File: config.mk
export PLATFORM = sky130hd
export DESIGN_NAME = priority_encoder_4to2
export DESIGN_NICKNAME = d
export VERILOG_FILES = /design/src/rtl/priority_encoder_4to2_pkg.sv /design/src/rtl/priority_encoder_4to2_prio_enc_comb.sv /design/src/rtl/priority_encoder_4to2.sv
export SDC_FILE = /design/constraint.sdc
export NUM_CORES = 1
export LEC_CHECK = 0
export CELL_PAD_IN_SITES_DETAIL_PLACEMENT = 1
export CELL_PAD_IN_SITES_GLOBAL_PLACEMENT = 2
export CORE_AREA = 2 2 39 41
export DETAILED_ROUTE_END_ITERATION = 7
export DIE_AREA = 0 0 41 43
export PLACE_DENSITY_LB_ADDON = 0.1
export REMOVE_ABC_BUFFERS = 1
export SLEW_MARGIN = 20
export SYNTH_ARGS = -nofsm -noshare
export SYNTH_HDL_FRONTEND = slang
export SYNTH_SLANG_ARGS = --single-unit
File: constraint.sdc
create_clock -name clk -period 1.6 [get_ports clk]
set_input_delay 0.32 -clock clk [delete_from_list [all_inputs] [get_ports clk]]
set_output_delay 0.32 -clock clk [all_outputs]
set_load 0.005 [all_outputs]
File: src/rtl/priority_encoder_4to2_pkg.sv
// Shared widths and index type for priority encoders and arbiters built on them.
package priority_encoder_4to2_pkg;
  localparam int IDX_W = 2;
  localparam int N_REQ = 4;

  typedef logic [IDX_W-1:0] idx_t;
endpackage

File: src/rtl/priority_encoder_4to2_prio_enc_comb.sv
// Combinational 4-request priority reduction: winner index, any-active, multi-active.
module prio_enc_comb
  import priority_encoder_4to2_pkg::*;
#(
  parameter int HIGH_WINS = 1
) (
  input  logic [N_REQ-1:0] req_i,
  output idx_t             idx_o,
  output logic             valid_o,
  output logic             multi_o
);

  logic [2:0] cnt;

  // Scan order makes the last hit the winner, so the direction sets priority.
  always_comb begin
    idx_o = '0;
    if (HIGH_WINS != 0) begin
      for (int i = 0; i < N_REQ; i++)
        if (req_i[i]) idx_o = idx_t'(i);
    end else begin
      for (int i = N_REQ - 1; i >= 0; i--)
        if (req_i[i]) idx_o = idx_t'(i);
    end
  end

  always_comb begin
    cnt = '0;
    for (int i = 0; i < N_REQ; i++)
      cnt = cnt + {2'b00, req_i[i]};
  end

  assign valid_o = |req_i;
  assign multi_o = (cnt >= 3'd2);

endmodule

File: src/rtl/priority_encoder_4to2.sv
// Registered 4-to-2 priority encoder with valid and multi-hot flags; one cycle latency.
module priority_encoder_4to2
  import priority_encoder_4to2_pkg::*;
#(
  parameter int HIGH_WINS = 1
) (
  input  logic clk,
  input  logic rst,
  input  logic en,
  input  logic d0,
  input  logic d1,
  input  logic d2,
  input  logic d3,
  output logic o0,
  output logic o1,
  output logic valid,
  output logic multi
);

  idx_t idx_c, idx_d, idx_q;
  logic valid_c, valid_d, valid_q;
  logic multi_c, multi_d, multi_q;

  prio_enc_comb #(.HIGH_WINS(HIGH_WINS)) u_enc (
    .req_i   ({d3, d2, d1, d0}),
    .idx_o   (idx_c),
    .valid_o (valid_c),
    .multi_o (multi_c)
  );

  always_comb begin
    idx_d   = idx_q;
    valid_d = valid_q;
    multi_d = multi_q;
    if (en) begin
      idx_d   = idx_c;
      valid_d = valid_c;
      multi_d = multi_c;
    end
  end

  always_ff @(posedge clk) begin
    if (rst) begin
      idx_q   <= '0;
      valid_q <= 1'b0;
      multi_q <= 1'b0;
    end else begin
      idx_q   <= idx_d;
      valid_q <= valid_d;
      multi_q <= multi_d;
    end
  end

  assign o0    = idx_q[0];
  assign o1    = idx_q[1];
  assign valid = valid_q;
  assign multi = multi_q;

endmodule

==> run summary, run 1 <==
Status: finished clean
Most common cell after layout, fill and taps aside: clkdlybuf4s50_1
CP cell instances: clkdlybuf4s50_1 -> inv_1 -> ha_4 -> ha_4 -> a211oi_2 -> a211oi_1
Critical-path maximum fanout: 2
Final #Nets: 48
Crit start category: primary input
Buf/Inv on CP: 2
Crit path kind: in -> reg
Syn Inst Count: 22
Drt drc: 0
GRT Max-Usage Layer: met1
Hold Fails Final Rpt: 0
Port bufs: 10
Slew Viols, Final: 0
Fmax: 0.656 GHz
Mapped Area: 210 um2
Final min period: 1.52 ns
Hold slack: 0.479 ns
Initial antenna violation count: 0
Routed WL: 469 um
Setup WS post-layout: 0.0753 ns
Hold Path Class: reg -> reg
Area contributors post-synth: dfxtp_1, ha_1, a211oi_1
Crit-path max cell delay: 0.48 ns
Average vias per placed instance: 3.83
Unique cell type count in the Yosys netlist: 9
Vias in the first global route: 194
RSZ-0062 raised after global routing: no
Chip height: 43 um
CTS tree: done
Reg area: 80.1 um2
Die footprint: 0.00176 mm2
Most used cell, CP: ha_4
Top-level port count: 11
Fill cells: 165
DRT iter0 DRCs: 1
Met1 Track Usage GR: 8.36%
PwrDens: 794 mW/mm2
Layout cell share with drive strength beyond 1: 27.8%
H-tree depth: 1
Initial Util: 15.2%
Site Rows: 14
Final RePlAce weighted congestion: 0.593
Yosys top cell area share: 38.1%
CP arrival: 1.62 ns
Critical Path End Type: flop
Root buf cell: clkbuf_4
Number of post-CTS setup repair buffers: 0
Grt met2 use: 7.81%
Avg WL per Cell: 9.02 um
Aggregate global routing overflow: 0
Worst-Margin Slew: 0.307 ns
Placed cell count: 49
Cell family with most CP delay: buffers and inverters
Commonest non-fill, non-tap cells in the layout: clkdlybuf4s50_1, dfxtp_1, inv_1, nor2_1, clkbuf_4
GRT Util Overall: 6.33%
Avg Cell Area, Syn: 9.55 um2
Critical Path RT: 1.70 ns
Reg clk slew, reported paths: 0.04 ns
Final cell count without fillers: 52
First drt pass iteration count: 2
YS warnings: 0
Via count: 199
Post-Place Setup Slack: -0.273 ns
Clk_lat worst skew: 0.23 ns
Number of synthesized register bits: 4
Core Region: 0.00138 mm2
Worst vdd ir: 168 uV
Die width: 41 um
Routed Antenna Nets: 0
Period utilisation layout: 95.3%
First-pass GRT wire length: 710 um
Max Cap Violations: 0
Hold_buf cts: 0
Final Skew: 0 ns
Register area share after synthesis: 38.1%
GRT met3 Usage: 0%
DP Wirelength: 393 um
Slew HR: 79.5%
Setup violations, final: 0
CP max stage cell: clkdlybuf4s50_1
Clock sink count: 4
Total power draw: 0.000307 W
Largest net degree at the start of global routing: 9
Area of the multi-input gates: 138 um2
LEAKAGE: 0.154 nW
Deepest clock path buffer count: 2
Area Overhead vs Synth: 83.9%
Cts bufs inserted: 3
Cell accounting for the most synthesized area: dfxtp_1
Ant diodes: 0
Final setup TNS: 0 ns
[synthesized netlist by cell type]
| cell type | n |
|---|---|
| dfxtp_1 | 4 |
| a211oi_1 | 3 |
| ha_1 | 3 |
| inv_1 | 3 |
| nor2_1 | 3 |
| a311oi_1 | 2 |
| nor2_2 | 2 |
| buf_6 | 1 |
| nand2b_1 | 1 |
[registers in the layout, summed over array words and instances (netlist names)]
register / cells
idx_q: 2
multi: 1
valid: 1
[stage by stage]
step | instance area [um2] | utilization (%)
finish | 387 | 27.9
global route | 387 | 27.9
CTS | 374 | 27.0
detailed placement | 334 | 24.1
global placement | 334 | 24.1
floorplan | 199 | -
[routing by layer]
metal  wire, um  share of wire [%]
met5          0                  0
met4          0                  0
met3         55                 12
met2        219                 47
met1        194                 41
[worst paths after layout]
check,from,endpoint,slack [ns],depth (start not counted)
max,d0,multi,0.08,6
max reg2reg,idx_q[0],idx_q[0],0.91,2
min,valid,valid,0.48,2
min reg2reg,valid,valid,0.48,2
[what timing repair did]
| item | in CTS | in global routing |
|---|---|---|
| resized for setup | 2 | 1 |
| hold endpoints to repair | 0 | 0 |
| setup endpoints to repair | 1 | 1 |
[worst reg2reg max path: cells and delay by family, from the launching register on]
kind | cells | cell delay (ns)
AO/OA/AOI/OAI | 1 | 0.23
flip-flops | 1 | 0.34
AND/OR/NAND/NOR | 1 | 0.04
[power by group]
group,total (W),switching [W],internal [W]
clock network,0.000121,0.0000371,0.0000836
logic,0.0000736,0.0000266,0.0000470
registers,0.000113,0.00000432,0.000108
[cells by family after synthesis]
logic type	share of synthesized area (%)
buffers and inverters	10.7
AND/OR/NAND/NOR	14.3
adder cells (fa/ha/maj)	17.9
flip-flops	38.1
AO/OA/AOI/OAI	19.0
[layout make-up]
| cell class | instances | share of cell area (%) |
|---|---|---|
| multi-input cells | 14 | 35.6 |
| repair buffers | 12 | 29.8 |
| flip-flops and latches | 4 | 20.7 |
| clock buffers | 3 | 5.83 |
| well taps | 16 | 5.18 |
| inverters | 3 | 2.91 |
No activity file was read; power rests on OpenSTA's default activity.
==> run 2, diff against run 1 <==
SYNTH_HIERARCHICAL = 1   (was not set)
==> run summary, run 2 <==
Critical-path maximum fanout: 2
Max Cap Violations: 0
First-pass GRT wire length: 855 um
Slew HR: 83.1%
Aggregate global routing overflow: 0
Avg Cell Area, Syn: 8.98 um2
CTS tree: done
GRT met3 Usage: 3.66%
Initial Util: 14.9%
R2R setup slack: 1.01 ns
Synth cell count leaders: dfxtp_1, inv_1, mux2i_1, nor2_1
Worst Setup EP: multi
Clock sink count: 4
RSZ-0062 raised after global routing: no
Reg2reg start: idx_q[1]
Grt met2 use: 10.3%
Syn Inst Count: 23
Die footprint: 0.00176 mm2
Yosys top cell area share: 38.8%
Die width: 41 um
Final #Nets: 49
Met1 Track Usage GR: 8.09%
Site Rows: 14
FF-to-FF path depth: 2
GRT Util Overall: 8.05%
Hold Path Class: reg -> reg
Hold slack: 0.495 ns
Hold_buf cts: 0
Avg WL per Cell: 9.96 um
Clk_lat worst skew: 0.23 ns
Most common cell after layout, fill and taps aside: clkdlybuf4s50_1
Via count: 194
Port bufs: 10
Synth async-reset ratio: 0%
Status: finished clean
Period utilisation layout: 93.4%
Number of synthesized register bits: 4
Total power draw: 0.000300 W
DRT iter0 DRCs: 1
Deepest clock path buffer count: 2
PwrDens: 818 mW/mm2
Top-level port count: 11
Final min period: 1.50 ns
Routed WL: 538 um
LEAKAGE: 0.172 nW
Crit path kind: in -> reg
Placed Area: 344 um2
Number of post-CTS setup repair buffers: 0
Mapped Area: 206 um2
Core Region: 0.00138 mm2
Number of synthesized flops with an enable pin: 0
H-tree depth: 1
Setup WS post-layout: 0.105 ns
Largest register by flop count: idx_q
First drt pass iteration count: 2
CP arrival: 1.62 ns
Root buf cell: clkbuf_4
Cts bufs inserted: 3
Chip height: 43 um
Register area share after synthesis: 38.8%
Top FF cell, synth: dfxtp_1
Reg clk slew, reported paths: 0.04 ns
Drt drc: 0
GRT Max-Usage Layer: met2
Post_cts resized: 0
Area Overhead vs Synth: 77.6%
Critical path origin: d0
Routed Antenna Nets: 0
Vias in the first global route: 211
Ant diodes: 0
Final Skew: 0 ns
Fmax: 0.669 GHz
Hold Fails Final Rpt: 0
Average vias per placed instance: 3.59
Slew Viols, Final: 0
Worst-Margin Slew: 0.253 ns
Cell accounting for the most synthesized area: dfxtp_1
Area contributors post-synth: dfxtp_1, mux2i_1, fa_1
R2r endpoint: idx_q[1]
Setup violations, final: 0
Post-Place Setup Slack: -0.136 ns
Commonest non-fill, non-tap cells in the layout: clkdlybuf4s50_1, mux2i_1, nor2_1, dfxtp_1, inv_1
Largest register FFs: 2
Layout cell share with drive strength beyond 1: 15.8%
Largest net degree at the start of global routing: 5
Worst vdd ir: 338 uV
Critical Path End Type: flop
Unique cell type count in the Yosys netlist: 11
YS warnings: 6
Final RePlAce weighted congestion: 0.527
Critical Path RT: 1.73 ns
Initial antenna violation count: 0
Crit start category: primary input
Final instance area: 367 um2
-- run 2: worst max-delay path, cell delays in order --
cell and delay [ns]:
clkdlybuf4s50_1 0.45, inv_1 0.06, fa_1 0.54, o21ai_1 0.06
mux2i_1 0.13, nor2_1 0.05
-- run 2: per-stage QoR --
step	std cells	utilization (%)	TNS (ns)
2_1_floorplan	22	-	0
3_3_place_gp	51	24.9	-0.126
3_5_place_dp	51	24.9	-0.136
4_1_cts	54	26.5	0
5_1_grt	54	26.5	0
6_report	54	26.5	0
-- run 2: worst min-delay path by stage --
stage,slack (ns),to,startpoint,cells after the start
finish,0.50,valid,valid,2
global route,0.53,valid,valid,2
CTS,0.51,valid,valid,2
detailed placement,0.49,idx_q[1],idx_q[1],2
global placement,0.48,idx_q[1],idx_q[1],2
floorplan,0.39,idx_q[0],rst,1
-- run 2: area by class of cell --
| cell class | instances | area, um2 |
|---|---|---|
| Fill cell | 164 | 1020 |
| Sequential cell | 4 | 80.1 |
| Multi-Input combinational cell | 14 | 106 |
| Tap cell | 16 | 20.0 |
| Timing Repair Buffer | 13 | 123 |
| Clock buffer | 3 | 22.5 |
| Inverter | 4 | 15.0 |
-- run 2: where the power goes --
part           switching [W]  total (W)  internal, W
sequential        0.00000360   0.000112     0.000108
clock              0.0000393   0.000123    0.0000837
combinational      0.0000239  0.0000651    0.0000412
total              0.0000668   0.000300     0.000233
-- run 2: layer usage --
metal	wire length [um]	vias up
met5	0	-
met2	252	8
met4	23	0
met1	209	82
met3	53	2
li1	-	102
-- run 2: logic make-up after synthesis --
logic type	Yosys count	share of synthesized area, %
flip-flops	4	38.8
AND/OR/NAND/NOR	6	11.5
adder cells (fa/ha/maj)	2	15.8
multiplexers	4	19.4
AO/OA/AOI/OAI	2	4.84
buffers and inverters	5	9.69
==> patch 1: new RTL, settings of run 1 <==
`HIGH_WINS` is set to 1 in 2 places; all go to 0.
--- a/src/rtl/priority_encoder_4to2_prio_enc_comb.sv
+++ b/src/rtl/priority_encoder_4to2_prio_enc_comb.sv
@@ -4,3 +4,3 @@
 #(
-  parameter int HIGH_WINS = 1
+  parameter int HIGH_WINS = 0
 ) (
--- a/src/rtl/priority_encoder_4to2.sv
+++ b/src/rtl/priority_encoder_4to2.sv
@@ -4,3 +4,3 @@
 #(
-  parameter int HIGH_WINS = 1
+  parameter int HIGH_WINS = 0
 ) (
Function: changed (a bounded check fails within 4 cycles, from zero or initial values and one cycle with rst high).
==> patch 1 against run 1 <==
Final area up 0.97%. Power down 2.6%. Synthesized cell count rose by 9.1%. Sequential cell count is the same. Core utilization grew 0.27 points. Worst setup slack better by 140 ps. Area after synthesis rose by 7.7%. Wire length rose by 16%. Critical path type is now flop to primary output.
==> patch 1: results <==
group,metric,value,unit
worst_setup_path,rrSetupSlack,910,ps
place,dp.cells,53,
worst_setup_path,cp-endpoint,"valid",
route,dr.pass1.iters,1,
synth,synthTopCellsByCount,"dfxtp_1, ha_1, inv_1, nor2_1, a211oi_1",
worst_setup_path,arrival,1070,ps
synth,syn_inst,24,
sta,period_needed,1390,ps
finish,largest_register_ff_count,2,
route,drt-initial-drc-count,0,
worst_setup_path,critPathKind,"flop to primary output",
synth,synth.distinct_cells,14,
finish,nets,52,
synth,synthAdderAreaFrac,16.6,%
global_route,grt_pass1_vias,225,
global_route,grt_pass1_wl,834,µm
power_and_ir_drop,vdd_drop_max,150,µV
power_and_ir_drop,p_leak,0.162,nW
cts,cts_htree_levels,1,
global_route,grt_max_degree,9,
global_route,grt.total_usage,7.62,%
worst_setup_path,max_stage_delay,500,ps
worst_hold_path,hold_start,"idx_q[0]",
place,post_dp_cell_area,365,µm²
synth,synth-compound-area-share,22.7,%
finish,layoutNonFillerInstCount,56,
run_status,outcome,"completed",
place,place_congestion,0.699,
cts,cts_setup_buffers,0,
worst_setup_path,regToRegEndpoint,"valid",
sta,slew_headroom,79.7,%
synth,synth-seq-area-share,35.4,%
finish,drive_gt1_share,25.0,%
route,wl,543,µm
route,viasPerCell,3.98,
place,dp_worst_setup_slack,-368,ps
worst_hold_path,min_to,"idx_q[0]",
worst_hold_path,holdPathStages,2,
cts,cts_resized,3,
sta,hold_ws,466,ps
worst_setup_path,r2r_start,"valid",
place,port_buffers,10,
cts,root_buffer,"clkbuf_4",
synth,synth.area.top_cells,"dfxtp_1, ha_1, a211oi_1",
## patch 1: layout make-up
cell class / instances / area [µm²]
tap: 16 / 20.0
fill: 174 / 993
clock buffer: 3 / 22.5
multi-input combinational: 16 / 129
timing repair buffer: 14 / 128
sequential: 4 / 80.1
inverter: 3 / 11.3
## patch 1: kinds of logic after synthesis
kind of cell	count (synthesis)
AND/OR/NAND/NOR	7
AO/OA/AOI/OAI	6
buffers and inverters	4
flip-flops	4
adder cells (fa/ha/maj)	3
## patch 1: report_power, final
| part | internal, mW | total (mW) | switching [mW] |
|---|---|---|---|
| combinational | 0.0406 | 0.0662 | 0.0257 |
| clock | 0.0838 | 0.123 | 0.0393 |
| sequential | 0.107 | 0.110 | 0.00312 |
## patch 1: per-layer routing
metal / up-vias / share of wire, % / global-route usage [%]
li1: 116 / - / -
met1: 98 / 39 / 7.69
met2: 9 / 51 / 10.6
met3: 0 / 9.9 / 1.57
met4: 0 / 0 / 10.0
met5: - / 0 / 0
==> patch 2: new RTL, flow settings as in run 1 <==
Without the edit above. Reset style: asynchronous (`rst`), changed in one clocked block.
--- a/src/rtl/priority_encoder_4to2.sv
+++ b/src/rtl/priority_encoder_4to2.sv
@@ -41,3 +41,3 @@
 
-  always_ff @(posedge clk) begin
+  always_ff @(posedge clk or posedge rst) begin
     if (rst) begin
Check against the original RTL: differs if rst is asserted again (counterexample within 4 cycles, from zero or initial values and one cycle with rst high); with rst held inactive, the same outputs for 10 cycles.
==> patch 2 against run 1 <==
Non-clock buffer count is 1 higher. Sequential cell count stayed put. Count of clock-buffer cells in the layout stayed put. Area after synthesis is 2.4% higher. Power is 1.2% lower. Final area is 2.9% lower. Wire length is 4.3% higher. Worst setup slack better by 130 ps. Clock skew stayed put. Largest cell class is now non-clock buffers. Largest power group unchanged.
==> patch 2: results <==
group,metric,value,unit
sta,worstMarginPinSlew,264,ps
synth,synthTopCellsByCount,"nor2_1, dfrtp_1, inv_1",
place,dp_worst_setup_slack,-338,ps
global_route,met1_usage,6.17,%
synth,synthAdderAreaFrac,17.4,%
power_and_ir_drop,p_leak,0.175,nW
route,wl_per_cell,9.06,µm
worst_setup_path,arrival,1070,ps
power_and_ir_drop,p_sw_share,22.2,%
run_status,outcome,"completed",
global_route,use_met3,1.57,%
place,place_congestion,0.581,
place,dp_hpwl,401,µm
worst_hold_path,min_path_type,"input port to async pin",
synth,synth-compound-area-share,14.0,%
worst_setup_path,r2r_start,"idx_q[0]",
finish,nets,50,
synth,syn_avg_cell_area,9.36,µm²
place,post_dp_cell_area,350,µm²
finish,fill_cells,162,
global_route,grt.total_usage,7.85,%
route,met1Wirelength,177,µm
route,dr_wl_met3,43,µm
worst_setup_path,max_stage_delay,500,ps
route,highest_layer,"met4",
route,drt-initial-drc-count,5,
finish,drive_gt1_share,18.4,%
power_and_ir_drop,clockPowerShare,40.3,%
global_route,grt_pass1_wl,793,µm
global_route,globalRouteMet2Util,10.9,%
route,wl_met2,248,µm
power_and_ir_drop,power.total,0.303,mW
synth,synth.area.top_cells,"dfrtp_1, ha_1, nor2_1",
power_and_ir_drop,vdd_drop_max,172,µV
==> patch 2: repair_timing <==
item                                   4_1_cts  5_1_grt
endpoints found under the hold margin        0        0
buffers inserted                             0        0
gates resized for setup                      3        0
setup endpoints to repair                    1        0
==> patch 2: cell type report <==
class	instances	area share [%]
clock buffers	3	6.00
inverters	4	4.00
multi-input cells	14	26.0
flip-flops and latches	4	26.7
well taps	16	5.33
repair buffers	13	32.0
==> patch 2: worst paths after layout <==
| check | slack, ps | depth (start not counted) | to |
|---|---|---|---|
| worst min-delay path | 270 | 2 | idx_q[0] |
| min in group clk | 510 | 2 | idx_q[1] |
| max in group asynchronous | 1180 | 2 | idx_q[1] |
| worst max register to register | 950 | 2 | idx_q[0] |
| worst min register to register | 510 | 2 | idx_q[1] |
| worst max-delay path | 210 | 1 | valid |
